$ cat src/rtl/uart_pkg.sv
// uart_pkg: shared UART link constants and FSM state encoding for uart_tx and uart_rx
package uart_pkg;
  localparam int CLKS_PER_BIT_DEF = 13021;
  localparam int DATA_WIDTH = 8;
  typedef enum logic [1:0] {
    IDLE      = 2'b00,
    START_BIT = 2'b01,
    DATA_BITS = 2'b10,
    STOP_BIT  = 2'b11
  } state_t;
endpackage

$ cat src/rtl/uart_rx_sync.sv
// uart_rx_sync: two-flop synchroniser for the rx pin plus falling-edge detect
// clk, rst (sync, active-low) | rx_line: async pin | rx_s: synchronised level | fall: rx_s went 1->0
module uart_rx_sync (
  input  logic clk,
  input  logic rst,
  input  logic rx_line,
  output logic rx_s,
  output logic fall
);
  logic r_meta, r_sync, r_prev;
  always_ff @(posedge clk) begin
    if (!rst) begin
      r_meta <= 1'b1;
      r_sync <= 1'b1;
      r_prev <= 1'b1;
    end else begin
      r_meta <= rx_line;
      r_sync <= r_meta;
      r_prev <= r_sync;
    end
  end
  assign rx_s = r_sync;
  assign fall = r_prev & ~r_sync;
endmodule

$ cat src/rtl/uart_rx.sv
// uart_rx: 8N1 UART receiver sampling each bit at its centre
// clk, rst (sync, active-low) | rx_line: async serial input, idles high
// rx_data: last good byte | rx_valid: 1-cycle new-byte pulse | rx_frame_err: 1-cycle bad-stop pulse
// rx_active: high while a frame is being received
module uart_rx
  import uart_pkg::*;
#(
  parameter int CLKS_PER_BIT = CLKS_PER_BIT_DEF
) (
  input  logic                  clk,
  input  logic                  rst,
  input  logic                  rx_line,
  output logic [DATA_WIDTH-1:0] rx_data,
  output logic                  rx_valid,
  output logic                  rx_frame_err,
  output logic                  rx_active
);
  localparam int CW = $clog2(CLKS_PER_BIT);
  localparam int BW = $clog2(DATA_WIDTH);
  localparam logic [CW-1:0] HALF = CW'((CLKS_PER_BIT - 1) / 2);
  localparam logic [CW-1:0] LAST = CW'(CLKS_PER_BIT - 1);
  localparam logic [BW-1:0] TOP_BIT = BW'(DATA_WIDTH - 1);
  logic                  w_rx_s, w_fall;
  state_t                r_state, w_state_nxt;
  logic [CW-1:0]         r_clk, w_clk_nxt;
  logic [BW-1:0]         r_bit, w_bit_nxt;
  logic [DATA_WIDTH-1:0] r_shift, w_shift_nxt;
  logic [DATA_WIDTH-1:0] r_data, w_data_nxt;
  logic                  r_valid, w_valid_nxt;
  logic                  r_ferr, w_ferr_nxt;
  logic                  w_last;
  uart_rx_sync u_sync (
    .clk    (clk),
    .rst    (rst),
    .rx_line(rx_line),
    .rx_s   (w_rx_s),
    .fall   (w_fall)
  );
  assign w_last = (r_clk == LAST);
  always_ff @(posedge clk) begin
    if (!rst) begin
      r_state <= IDLE;
      r_clk   <= '0;
      r_bit   <= '0;
      r_shift <= '0;
      r_data  <= '0;
      r_valid <= 1'b0;
      r_ferr  <= 1'b0;
    end else begin
      r_state <= w_state_nxt;
      r_clk   <= w_clk_nxt;
      r_bit   <= w_bit_nxt;
      r_shift <= w_shift_nxt;
      r_data  <= w_data_nxt;
      r_valid <= w_valid_nxt;
      r_ferr  <= w_ferr_nxt;
    end
  end
  always_comb begin
    w_state_nxt = r_state;
    w_clk_nxt   = r_clk + 1'b1;
    w_bit_nxt   = r_bit;
    w_shift_nxt = r_shift;
    w_data_nxt  = r_data;
    w_valid_nxt = 1'b0;
    w_ferr_nxt  = 1'b0;
    case (r_state)
      IDLE: begin
        w_clk_nxt   = '0;
        w_bit_nxt   = '0;
        w_state_nxt = w_fall ? START_BIT : IDLE;
      end
      START_BIT: begin
        // line back high at mid-start means the edge was a glitch
        if (r_clk == HALF) begin
          w_clk_nxt   = '0;
          w_state_nxt = w_rx_s ? IDLE : DATA_BITS;
        end
      end
      DATA_BITS: begin
        if (w_last) begin
          w_clk_nxt            = '0;
          w_shift_nxt[r_bit]   = w_rx_s;
          w_bit_nxt            = (r_bit == TOP_BIT) ? r_bit : r_bit + 1'b1;
          w_state_nxt          = (r_bit == TOP_BIT) ? STOP_BIT : DATA_BITS;
        end
      end
      STOP_BIT: begin
        // return to IDLE at mid-stop so a start edge right after the stop bit is caught
        if (w_last) begin
          w_clk_nxt   = '0;
          w_state_nxt = IDLE;
          w_valid_nxt = w_rx_s;
          w_ferr_nxt  = ~w_rx_s;
          w_data_nxt  = w_rx_s ? r_shift : r_data;
        end
      end
      default: w_state_nxt = IDLE;
    endcase
  end
  assign rx_data      = r_data;
  assign rx_valid     = r_valid;
  assign rx_frame_err = r_ferr;
  assign rx_active    = (r_state != IDLE);
endmodule

$ cat config.mk
export PLATFORM = sky130hd
export DESIGN_NAME = uart_rx
export DESIGN_NICKNAME = d
export VERILOG_FILES = /design/src/rtl/uart_pkg.sv /design/src/rtl/uart_rx_sync.sv /design/src/rtl/uart_rx.sv
export SDC_FILE = /design/constraint.sdc
export NUM_CORES = 1
export LEC_CHECK = 0
export ABC_CLOCK_PERIOD_IN_PS = 3900
export BUFFER_PORTS_ARGS = -buffer_cell sky130_fd_sc_hd__buf_2
export CAP_MARGIN = 20
export CORE_MARGIN = 2
export CORE_UTILIZATION = 40
export DETAILED_ROUTE_END_ITERATION = 8
export PLACE_DENSITY_LB_ADDON = 0.2
export SETUP_SLACK_MARGIN = 0.4
export SLEW_MARGIN = 20
export SYNTH_ARGS = -nofsm -noshare
export SYNTH_HDL_FRONTEND = slang
export SYNTH_HIERARCHICAL = 1
export SYNTH_SLANG_ARGS = --single-unit
export TNS_END_PERCENT = 10
$ cat constraint.sdc
create_clock -name clk -period 3.9 [get_ports clk]
set_input_delay 0.78 -clock clk [delete_from_list [all_inputs] [get_ports clk]]
set_output_delay 0.78 -clock clk [all_outputs]
set_load 0.05 [all_outputs]
Yosys cells after proc, flatten, opt, wreduce, memory -nomap -nowiden
Index checks and enable logic that the tools add are counted.
{ "totals": {"register_bits": 40, "output_inout_bits": 11, "wordCells": 52} }
{ "classes": {"addsub": 2, "order_cmp": 2, "n_eq_ne": 10, "muxes": 16, "bitwise": 2, "reduce_logical": 10} }
{ "ops": {"columns": ["cell", "count"], "rows": [
  ["14-bit one-hot mux with 3 select lines", 1],
  ["14-bit 2-to-1 mux", 2],
  ["14-bit by 1-bit adder with 14-bit output, second input constant", 1],
  ["14-bit by 13-bit == test with 1-bit output, second input constant", 1],
  ["14-bit == test, second input constant", 1],
  ["3-bit AND reduction", 4],
  ["8-bit bitwise mux", 1],
  ["2-bit 2-to-1 mux", 4],
  ["2-bit inequality test, second input constant", 4],
  ["2-bit one-hot mux with 4 select lines", 1],
  ["3-bit 2-to-1 mux", 2],
  ["3-bit one-hot mux with 2 select lines", 1],
  ["2-bit == test, second input constant", 2],
  ["3-bit by 4-bit < comparator with 1-bit output, second input constant", 1],
  ["2-bit nonzero test", 2],
  ["3-bit by 1-bit adder with 3-bit output, second input constant", 1],
  ["1-bit demux with 3-bit select", 1],
  ["3-bit == test, second input constant", 1],
  ["3-bit by 1-bit greater-or-equal comparator with 1-bit output, second input constant", 1],
  ["1-bit 2-to-1 mux", 3],
  ["2-bit by 1-bit == test with 1-bit output, second input constant", 1],
  ["2-bit zero test", 1],
  ["2-bit AND reduction", 1],
  ["2-bit OR reduction", 1],
  ["other kinds (3)", 3]
]} }

Longest topological paths before layout
Gate-level depths: netlist of run 1.
{ "depth": {"word_depth": 5, "depth_mapped": 7, "ltp_nobuf": 6} }

Hierarchy
The synthesis of run 1 kept the hierarchy.
{ "modules_own_cells": {"columns": ["module", "n_inst", "cells_per_inst", "area_per_inst_um2"], "rows": [
  ["uart_rx", 1, 187, 1741.7],
  ["uart_rx_sync", 1, 7, 85.1]
]} }

Worst setup path after synthesis of run 1
Ideal clock, no wire load.
{ "synth_path": {"path_kind": "register to register", "startpoint": "register r_clk[0]", "endpoint": "register r_clk[13]", "setup_ps": 117, "arrival_ps": 1484, "required_time_ps": 3783, "slack_ps": 2299, "stages_incl_launch_ff": 8, "n_path_buf": 1, "period_less_slack_ps": 1601, "cell_sequence": "dfxtp_1 > inv_1 > ha_1 > nor4bb_1 > a41oi_1 > o21ai_1 > buf_2 > nor2_1"} }
{ "synth_between": {"elab_chain_cells": 3, "word_cells_on_any_way": 6, "classes_between": "add/sub (1); eq/ne (2); mux (3)"} }
{ "synth_rtl": {"columns": ["item", "line_no", "text"], "rows": [
  ["start, declared", "uart_rx.sv:25", "logic [CW-1:0] r_clk, w_clk_nxt;"],
  ["start signal, assigned", "uart_rx.sv:51", "r_clk <= w_clk_nxt;"],
  ["14-bit by 1-bit adder with 14-bit output, or another cell as far along", "uart_rx.sv:61", "w_clk_nxt = r_clk + 1'b1;"],
  ["14-bit 2-to-1 mux (on tied branches)", "uart_rx.sv:81, uart_rx.sv:90, uart_rx.sv:75", null],
  ["14-bit one-hot mux with 3 select lines *", "uart_rx.sv:67", "case (r_state)"]
]} }
Every way passes the cells marked *; elsewhere a longest branch is shown, timed or not.
A chain may end at the register's enable or synchronous reset.

Final worst setup path of run 1
{ "layout_path": {"startpoint": "register r_clk[0]", "endpoint": "register r_clk[6]"} }
Same word-level chain as after synthesis.

==> impl_results.md, run 1 <==
- CTS buffer count: 5
- Clock skew: 11.3 ps
- Worst skew pair latency: 290 ps
- Vias per std cell: 5.28
- Synth Instances: 194
- Area Overhead vs Synth: 8.70%
- Max transition margin: 0.342
- GRT Residual Overflow: 0
- Die W: approximately 72 um
- Register area share after synthesis: 0.438
- Post-synth EDFFs: 0
- Die area: 0.00512 sq mm
- Synth Area per Inst: 9.42 sq um
- Yosys reg bits: 40
- Setup Buffers After CTS: 0
- Antenna viol nets, final: 0
- Footprint of the multi-input gates: around 940 sq um
- Fraction of layout cells with a size suffix above 1: 0.146
- Reg clk slew, reported paths: 70 ps
- DP HPWL: roughly 2.5 mm
- Clk root buf: clkbuf_8
- DR iter-0 viols: 71
- Status: complete, no violations
- Core Box Area: 0.00438 sq mm
- Site row count: 24
- Sink Count: 40
- Yosys Warn Count: 6
- Initial Util: 0.417
- Pins Over Slew Limit: 0
- Peak VDD IR: 0.200 mV
- Power Dens Cells: 347 mW/mm^2
- Vias in the first global route: approximately 1400
- CTS H-tree depth: 2
- RePlAce Congestion: 0.809
- Clock buffer depth: 2
- Pin count of the biggest net entering global routing: 26
- Via Count: roughly 1400
- Max FO, Critical Path: 14
- Routed wire per std cell: 13.6 um
- Synth cell types: 39
- Actual slew at the worst max-slew pin: a little under 1000 ps
- Detailed Routing Iterations Pass 1: 4
- Async SR Flop Fraction: 0
- Top FF cell, synth: dfxtp_1
- Final setup violation count: 0
- Total Routing Usage GR: 0.149
- Post-Route WL: 3.52 mm
- Antenna violations before repair: 0
- RSZ-0062 raised after global routing: false
- CP arrival: between 2000 and 2500 ps
- Fillers: 419
- Design Area, Final: 0.00199 sq mm
- Cell Count, Final, Fillers Out: between 200 and 300
- Placed instance count: 251
- Syn nets: 202
- Final net count: 214
- Hold WC Path Type: reg -> reg
- CP startpoint kind: flop
- Remaining DRCs: 0
- Number of max-cap violations: 0
- Cell Area, Synth: 0.00183 sq mm
- Fin crit period: 2170 ps
- Area after DPL: 0.00190 sq mm
- F_max: ~0.46 GHz
- Cts hold-fix bufs: 0
- Setup TNS: 0 ps
- Post-cts sizing count: 0
- Hold_ws: approximately 420 ps
- Register area: 801 sq um
- Setup crit end kind: flop
- CTS tree: done
- Ports: 14
- First-pass GRT wire length: 6.07 mm
- # diodes: 0
- Period utilisation layout: 0.557
- CP Class: reg -> reg
- Static leakage: 0.824 nW
- Die Ht: 71.6 um
- Crit path required time: slightly above 4000 ps
- Fin. Hold Viols: 0
- IO buf count: 13
[cells in the final DEF (no fill, tap or decap), types with 2 or more instances in the layout]
cell type | synthesis | routed
a41oi_1 | 2 | 2
and4_1 | 2 | 2
and4b_2 | 2 | 2
buf_2 | 3 | 13
clkbuf_8 | 0 | 5
dfxtp_1 | 40 | 40
ha_1 | 5 | 5
inv_1 | 8 | 8
mux2i_1 | 17 | 17
nand2_1 | 22 | 22
nand2b_1 | 4 | 4
nand3_1 | 7 | 7
nand4_1 | 8 | 8
nand4_2 | 2 | 2
nor2_1 | 21 | 21
nor3_1 | 4 | 4
nor3b_1 | 4 | 4
nor4_1 | 3 | 3
nor4bb_1 | 2 | 2
o21ai_1 | 4 | 4
o311ai_0 | 3 | 3
xnor2_1 | 8 | 8
xor2_1 | 4 | 4
[through the flow]
step	worst slack (ps)	power (mW)	utilization
after floorplan	2300	0.438	-
after global placement	1880	0.443	0.434
after detailed placement	1740	0.443	0.434
final	1730	0.689	0.453
after CTS	1710	0.698	0.453
after global routing	1560	0.719	0.453
[final timing paths]
kind | start | end | slack [ps] | depth (start not counted)
worst max-delay path | r_clk[0]$_SDFF_PN0_ | r_clk[6]$_SDFF_PN0_ | 1730 | 6
worst min-delay path | u_sync/r_meta$_SDFF_PN1_ | u_sync/rx_s$_SDFF_PN1_ | 420 | 1
worst max register to register | r_clk[0]$_SDFF_PN0_ | r_clk[6]$_SDFF_PN0_ | 1730 | 6
worst min register to register | u_sync/r_meta$_SDFF_PN1_ | u_sync/rx_s$_SDFF_PN1_ | 420 | 1
[registers in the layout, indices dropped and copies added, names as in the netlist, named ones only]
name           cells
rx_frame_err       1
rx_valid           1
r_shift            8
u_sync/r_prev      1
u_sync/rx_s        1
rx_data            8
r_state            1
u_sync/r_meta      1
r_bit              3
r_clk             14
[cells in the mapped netlist, types with 2 or more instances]
master | number | share of area
dfxtp_1 | 40 | 0.44
nand2_1 | 22 | 0.045
nor2_1 | 21 | 0.043
mux2i_1 | 17 | 0.093
inv_1 | 8 | 0.016
nand4_1 | 8 | 0.027
xnor2_1 | 8 | 0.038
nand3_1 | 7 | 0.019
ha_1 | 5 | 0.034
nand2b_1 | 4 | 0.014
nor3_1 | 4 | 0.011
nor3b_1 | 4 | 0.016
o21ai_1 | 4 | 0.011
xor2_1 | 4 | 0.019
buf_2 | 3 | 0.0082
nor4_1 | 3 | 0.010
o311ai_0 | 3 | 0.014
a41oi_1 | 2 | 0.0096
and4_1 | 2 | 0.0096
and4b_2 | 2 | 0.012
buf_6 | 2 | 0.012
clkbuf_1 | 2 | 0.0041
nand4_2 | 2 | 0.014
nor4bb_1 | 2 | 0.011
[cells by family (layout without fill, tap and decap cells)]
logic type                 Yosys count  after routing  share of synthesized area
and+or+nand+nor                     92             92                      0.286
DFF                                 40             40                      0.438
muxes                               17             17                     0.0931
buffers and inverters               16             28                     0.0452
AOI/OAI and AO/OA                   12             12                     0.0459
xor gates and xnor gates            12             12                     0.0575
adders and majority gates            5              5                     0.0342
[worst max-delay path: stages (launching register included)]
cell and delay (ps):
dfxtp_1 340, inv_1 90, ha_1 140, nor4bb_1 270, a41oi_1 220, o21ai_1 820
nor2_1 130
[cell type report]
type / count / share of cell area
Clock inverter: 2 / 0.00630
Inverter: 8 / 0.0151
Multi-Input combinational cell: 138 / 0.475
Sequential cell: 40 / 0.403
Tap cell: 52 / 0.0328
Timing Repair Buffer: 13 / 0.0328
Clock buffer: 5 / 0.0347
[routing by layer]
layer | vias up | track usage | share of wire
met5 | - | 0 | 0
met4 | 0 | 0.0440 | 0.0094
met3 | 4 | 0.0464 | 0.023
met2 | 15 | 0.263 | 0.50
met1 | 639 | 0.173 | 0.46
li1 | 703 | - | -
[report_power, final]
part           total [mW]  switching, mW  internal [mW]
clock               0.256          0.135          0.121
combinational      0.0192         0.0130        0.00618
sequential          0.414        0.00421          0.410
total               0.689          0.152          0.537
(Power assumes the default switching activity.)
==> run 2, diff against run 1 <==
- ABC_CLOCK_PERIOD_IN_PS: 3900 -> 1800
- clock period: 3.9 -> 1.8 ns (I/O delays scaled with it)
==> run 2 against run 1 <==
  * Wire length up 3.8%
  * Clock power up 140%
  * Via count up 4.3%
  * Sequential power up 120%
  * Cell area up 6.9%
  * Die area unchanged
  * First-iteration DRC count up 15%
  * Non-clock buffer count up 8
  * Hold slack worse by 180 ps
  * Critical path depth unchanged
  * Critical path type unchanged
  * Largest cell class unchanged
  * Largest power group unchanged
==> impl_results.md, run 2 (synthesized netlist as in run 1, its figures left out) <==
- Placed instance count: 257
- Cell Count, Final, Fillers Out: 267
- Clock skew: 8.82 ps
- Actual slew at the worst max-slew pin: 423 ps
- Power Dens Cells: 731 mW/mm^2
- Area Overhead vs Synth: 16.2%
- Pins Over Slew Limit: 0
- Die area: 0.00512 sq mm
- Pin count of the biggest net entering global routing: 21
- Static leakage: 0.876 nW
- Vias per std cell: 5.31
- Vias in the first global route: 1436
- CP startpoint kind: flop
- Fin. Hold Viols: 0
- Worst path cell trace: inv_2 > ha_4 > and4bb_2 > nand4_4 > or4b_4 > o21ai_2
- Die Ht: ~72 um
- Status: complete, no violations
- Hold_ws: 245 ps
- Antenna viol nets, final: 0
- Reg clk slew, reported paths: roughly 70 ps
- First-pass GRT wire length: 6.56 mm
- WHS Path Cells: 2
- Clk root buf: clkbuf_8
- Setup crit end kind: flop
- GRT Residual Overflow: 0
- Sink Count: 40
- Crit-path leading delay family: simple AND/OR/NAND/NOR gates
- Peak VDD IR: 0.294 mV
- Antenna violations before repair: 0
- Max transition margin: 0.715
- RSZ-0062 raised after global routing: true
- Total Routing Usage GR: 0.162
- Setup TNS: 0 ps
- Max FFs per register: 14
- Detailed Routing Iterations Pass 1: 6
- Min-Delay Startpoint: rx_line
- Worst skew pair latency: 290 ps
- Via Count: 1419
- R2r endpoint: r_bit[0]$_SDFFE_PN0P_
- DR iter-0 viols: 82
- DP HPWL: 2.67 mm
- Routed wire per std cell: 13.7 um
- Ports: 14
- # diodes: 0
- F_max: slightly above 0.6 GHz
- CTS buffer count: 5
- Final net count: between 200 and 250
- Period utilisation layout: 0.900
- Site row count: 24
- Buffer and inverter count on the worst path: 1
- Crit path required time: 2020 ps
- Commonest non-fill, non-tap cell in the layout: dfxtp_1
- Number of max-cap violations: 0
- R2R Setup Slk: around 180 ps
- Fraction of layout cells with a size suffix above 1: 0.237
- Most frequent cells in the layout: 33 x dfxtp_1, 22 x nand2_1, 21 x nor2_1, 17 x mux2i_1, 13 x buf_2
- Remaining DRCs: 0
- Clock buffer depth: 2
- Post-Route WL: 3.66 mm
- CP arrival: 1840 ps
- CP peak stage delay: 530 ps
- Initial Util: 0.417
- Reg2Reg Depth: 6
- Die W: 71.6 um
- CTS H-tree depth: 2
- Max FO, Critical Path: 4
- Fin crit period: between 1500 and 2000 ps
- RePlAce Congestion: 0.867
- Top reg by flops: r_clk
- Fillers: ~420
- Pwr Total: 1.55 mW
- Hold WC Path Type: in -> reg
- CTS tree: done
- Core Box Area: 0.00438 sq mm
- IO buf count: 13
- Highest-delay cell along the critical path: or4b_4
- Hold EP: u_sync/r_meta$_SDFF_PN1_
- Worst r2r src: r_clk[0]$_SDFF_PN0_
- CP Class: reg -> reg
- Final setup violation count: 0
==> run 2: cell types whose count changed in the layout (fill, tap and decap cells not counted), moves of 2 or more <==
cell / previous run / this run
buf_4: 0 / 7
dfxtp_1: 40 / 33
dfxtp_2: 0 / 7
o21ai_1: 4 / 1
o21ai_2: 0 / 3
clkbuf_1: 0 / 2
inv_1: 8 / 6
inv_2: 0 / 2
nand4_2: 2 / 0
nand4_4: 0 / 2
==> run 2: worst max-delay path by stage <==
stage,startpoint,end,slack [ps],cells past startpoint
after floorplan,r_clk[1]$_SDFF_PN0_,r_bit[0]$_SDFFE_PN0P_,250,6
after global placement,r_clk[0]$_SDFF_PN0_,rx_data[4]$_SDFFE_PN0P_,170,6
after detailed placement,r_clk[4]$_SDFF_PN0_,rx_data[2]$_SDFFE_PN0P_,90,4
after CTS,r_clk[1]$_SDFF_PN0_,r_bit[1]$_SDFFE_PN0P_,180,6
after global routing,r_clk[1]$_SDFF_PN0_,r_bit[0]$_SDFFE_PN0P_,110,6
final,r_clk[0]$_SDFF_PN0_,r_bit[0]$_SDFFE_PN0P_,180,6
==> run 2: power breakdown <==
group / internal, mW / total (mW) / switching [mW] / leakage (nW)
Combinational: 0.0170 / 0.0458 / 0.0287 / 0.505
Sequential: 0.889 / 0.899 / 0.0103 / 0.326
Clock: 0.313 / 0.606 / 0.293 / 0.0455
Total: 1.22 / 1.55 / 0.332 / 0.876
==> run 2: metrics by stage <==
stage	utilization	area (sq um)	worst slack (ps)
6_report	0.484	2120	179
5_1_grt	0.484	2120	108
4_1_cts	0.483	2120	180
3_5_place_dp	0.452	1980	91.0
3_3_place_gp	0.452	1980	167
2_1_floorplan	-	1850	252
==> run 2: layout make-up <==
type / count / area (sq um) / share of cell area
multi-input cells: 138 / 990 / 0.466
well taps: 52 / 65.1 / 0.0307
flip-flops and latches: 40 / 810 / 0.381
repair buffers: 21 / 138 / 0.0649
inverters: 8 / 30.0 / 0.0142
clock buffers: 8 / 90.1 / 0.0425
==> run 2: metal layers <==
metal / up-vias / global-route usage / share of wire
li1: 725 / - / -
met1: 667 / 0.189 / 0.45
met2: 21 / 0.285 / 0.50
met3: 6 / 0.0436 / 0.031
met4: 0 / 0.0587 / 0.016
met5: - / 0 / 0
==> run 2: timing repair <==
item / 4_1_cts / 5_1_grt
gates resized for setup: 9 / 2
pin swaps: 2 / 0
gates cloned: 0 / 0
hold buffers: 0 / 0
endpoints found under the setup margin: 36 / 37
endpoints found under the hold margin: 0 / 0
buffers inserted: 2 / 0
==> run 2: worst reg2reg max path, cell delays in order (launching register included) <==
cell and delay, ps:
dfxtp_2 340, inv_2 70, ha_4 120, and4bb_2 280, nand4_4 100, or4b_4 530
o21ai_2 130
